<file path="config.mk">
export PLATFORM = sky130hd
export DESIGN_NAME = four_aoi
export DESIGN_NICKNAME = d
export VERILOG_FILES = /design/src/rtl/four_aoi_pkg.sv /design/src/rtl/four_aoi_aoi_cell.sv /design/src/rtl/four_aoi.sv
export SDC_FILE = /design/constraint.sdc
export NUM_CORES = 1
export LEC_CHECK = 0
export CAP_MARGIN = 20
export CORE_AREA = 2 2 39 41
export DETAILED_ROUTE_END_ITERATION = 10
export DIE_AREA = 0 0 41 43
export MAX_ROUTING_LAYER = met4
export PLACE_DENSITY = 0.31
export SYNTH_ARGS = -nofsm -noshare
export SYNTH_HDL_FRONTEND = slang
export SYNTH_SLANG_ARGS = --single-unit
</file>
<file path="constraint.sdc">
create_clock -name clk -period 2.4 [get_ports clk]
set_input_delay 0.48 -clock clk [delete_from_list [all_inputs] [get_ports clk]]
set_output_delay 0.48 -clock clk [all_outputs]
set_load 0.005 [all_outputs]
</file>
<file path="src/rtl/four_aoi_pkg.sv">
// Shared constants for the four_aoi block: default lane count and per-lane reset values.
package four_aoi_pkg;

    localparam int DEFAULT_WIDTH = 1;

    // Reset values for a single lane; g resets to the AOI of all-zero inputs.
    localparam logic E_RST = 1'b0;
    localparam logic F_RST = 1'b0;
    localparam logic G_RST = 1'b1;

endpackage

</file>
<file path="src/rtl/four_aoi_aoi_cell.sv">
// Single-lane combinational AND-OR-INVERT cell: two AND terms and their NOR.
module aoi_cell (
    input  logic a,
    input  logic b,
    input  logic c,
    input  logic d,
    output logic and_ab,
    output logic and_cd,
    output logic aoi
);

    assign and_ab = a & b;
    assign and_cd = c & d;
    assign aoi    = ~(and_ab | and_cd);

endmodule

</file>
<file path="src/rtl/four_aoi.sv">
// WIDTH independent AOI lanes with registered outputs and a one-cycle valid pipeline.
module four_aoi
    import four_aoi_pkg::*;
#(
    parameter int WIDTH = DEFAULT_WIDTH
) (
    input  logic             clk,
    input  logic             rst,
    input  logic             in_valid,
    input  logic [WIDTH-1:0] a,
    input  logic [WIDTH-1:0] b,
    input  logic [WIDTH-1:0] c,
    input  logic [WIDTH-1:0] d,
    output logic [WIDTH-1:0] e,
    output logic [WIDTH-1:0] f,
    output logic [WIDTH-1:0] g,
    output logic             out_valid
);

    logic [WIDTH-1:0] e_next;
    logic [WIDTH-1:0] f_next;
    logic [WIDTH-1:0] g_next;

    for (genvar i = 0; i < WIDTH; i++) begin : g_lane
        aoi_cell u_cell (
            .a      (a[i]),
            .b      (b[i]),
            .c      (c[i]),
            .d      (d[i]),
            .and_ab (e_next[i]),
            .and_cd (f_next[i]),
            .aoi    (g_next[i])
        );
    end

    // Data registers only load on qualified cycles; reset wins over in_valid.
    always_ff @(posedge clk) begin
        if (rst) begin
            e <= {WIDTH{E_RST}};
            f <= {WIDTH{F_RST}};
            g <= {WIDTH{G_RST}};
        end else if (in_valid) begin
            e <= e_next;
            f <= f_next;
            g <= g_next;
        end
    end

    always_ff @(posedge clk) begin
        if (rst) begin
            out_valid <= 1'b0;
        end else begin
            out_valid <= in_valid;
        end
    end

endmodule

</file>
==> flow_summary.json <==
{
  "fin_tns_setup_ns": 0,
  "syn_area_um2": 141.4,
  "synth_fa_ha_area_frac": 0,
  "detailroute.via_count": 142,
  "status": "completed",
  "cts.sinks": 4,
  "max_stage_delay_ns": 0.50,
  "synth-xor-area-share": 0,
  "holdBufCountCts": 0,
  "seq_power_share": 0.407,
  "postRouteAntennaNets": 0,
  "p_switching_uw": 32.51,
  "ioPinCount": 11,
  "p_sw_frac": 0.1844,
  "placed_area_um2": 261.5,
  "area_growth_pct": 100.9,
  "track_usage": 0.04630,
  "cts_root_buffer": "clkbuf_4",
  "start_util": 0.1022,
  "die_h_um": 43,
  "clock_latency_ns": 0.23,
  "firstDrtPassIters": 2,
  "hold_viol": 0,
  "via_per_inst": 3.302,
  "h-tree-depth": 1,
  "worstSetupPathType": "flop to primary output",
  "p_leak_uw": 0.0001027,
  "antenna_found_initial": 0,
  "first_global_vias": 113,
  "ctsResizeCount": 0,
  "drc_errors": 0,
  "clockPowerShare": 0.451,
  "fin_area_um2": 284.0,
  "holdWs_ns": 0.4725,
  "syn_nets": 21,
  "synthDistinctLibCells": 7,
  "core_area_um2": 1384,
  "synth_compound_area_frac": 0.1858,
  "synth_seq_cells": 4,
  "maxSlewViolCount": 0,
  "rsz0062_at_grt": "no",
  "wl_met1_um": 182,
  "clock_path_buffers": 2,
  "rows": 14,
  "crit_family": "buffers and inverters",
  "dieWidth_um": 41,
  "antenna_cells": 0,
  "fin_nets": 36,
  "ys_seq_area_frac": 0.5664,
  "drt-initial-drc-count": 6,
  "cts_tree": "yes",
  "synth_top_family_by_area": "simple AND/OR/NAND/NOR gates",
  "power_frac_comb": 0.142,
  "p_total_uw": 176.3,
  "ys_warn_count": 0,
  "die_area_um2": 1763,
  "worstMarginPinSlew_ns": 0.2006,
  "fin_ws_ns": 0.8758,
  "route.met2.wl_um": 97,
  "final_cell_mix": "clkdlybuf4s50_1 (10), dfxtp_1 (4), clkbuf_4 (3)",
  "fin_crit_sh": 0.6351,
  "fill_cells": 155,
  "worst-path-buf-inv": 1,
  "postCtsSetupBuffers": 0,
  "mostFrequentLayoutCell": "clkdlybuf4s50_1",
  "hold_path.class": "flop to flop",
  "syn_inst": 14,
  "worst_slew_margin_rel": 0.8659,
  "cp_cell_sequence": "clkdlybuf4s50_1",
  "setup_viol": 0,
  "drive_gt1_frac": 0.1111,
  "cts_buffers": 3,
  "grt_pass1_wl_um": 469,
  "critPathCaptureType": "primary output",
  "post_drt_wl_per_cell_um": 8.302,
  "cp.required_ns": 1.92,
  "cp_max_fo": 2,
  "fmax_mhz": 656.1,
  "syn_avg_cell_area_um2": 10.10,
  "wirelength_um": 357,
  "skew_ns": 0,
  "yosys.area_share.simple": 0.2478,
  "cp.arrival_ns": 1.04,
  "p_int_uw": 143.8,
  "power_density_nw_per_um2": 620.6,
  "drv_cap": 0,
  "irDropWorstVdd_v": 0.0001924,
  "grt_start_max_net_pins": 8,
  "cp-start-kind": "flop",
  "clk_pin_slew_ns": 0.04,
  "fin_crit_ns": 1.524,
  "synth_mux_area_frac": 0,
  "grt_remaining_overflow": 0,
  "pre_cts_ws_ns": 0.8891,
  "top_layer": "met3",
  "gp_congestion": 0.5794,
  "cpMaxStageDelayCell": "clkdlybuf4s50_1",
  "port_buffers": 10,
  "wl_met3_um": 78
}
==> state kept, by name, indices dropped and copies added (netlist names) <==
signal and cells:
e 1, f 1, g 1, out_valid 1
==> cell type report <==
cell class,instances,area (um2),share of cell area
clock buffers,3,22.52,0.07930
multi-input cells,10,61.31,0.2159
flip-flops and latches,4,80.08,0.2819
well taps,16,20.02,0.07048
repair buffers,10,100.1,0.3524
==> cells in the mapped netlist <==
master,instances,area [um2]
nand2b_1,2,12.51
dfxtp_1,4,80.08
a22oi_1,1,7.510
nand3_1,2,10.01
a211o_1,1,8.760
a21oi_1,2,10.01
nor2b_1,2,12.51
==> cells by family after synthesis <==
family             Yosys count
and+or+nand+nor              6
AOI/OAI and AO/OA            4
DFF                          4
==> final timing paths <==
path              from  endpoint  slack [ns]  depth (start not counted)
hold reg to reg      f         f        0.47                          2
setup reg to reg     g         g        1.61                          2
setup / recovery     e         e        0.88                          1
hold / removal       f         f        0.47                          2
==> routing by layer <==
layer,track usage,vias up
met1,0.05466,57
met5,-,-
met3,0.07330,0
met2,0.03438,9
li1,-,76
met4,0.02000,0
==> stage by stage <==
stage | instances | utilization
3_5_place_dp | 40 | 0.1890
2_1_floorplan | 14 | -
5_1_grt | 43 | 0.2052
3_3_place_gp | 40 | 0.1890
4_1_cts | 43 | 0.2052
6_report | 43 | 0.2052
==> power by group through the flow <==
stage / clock, uW / combinational [uW] / sequential [uW]
2_1_floorplan: 0 / 5.30 / 73.0
3_3_place_gp: 0 / 25.8 / 72.5
3_5_place_dp: 0 / 25.4 / 72.7
4_1_cts: 84.0 / 25.7 / 71.7
5_1_grt: 91.6 / 27.5 / 72.0
6_report: 79.5 / 25.1 / 71.7
Power figures use the tool's default switching activity.
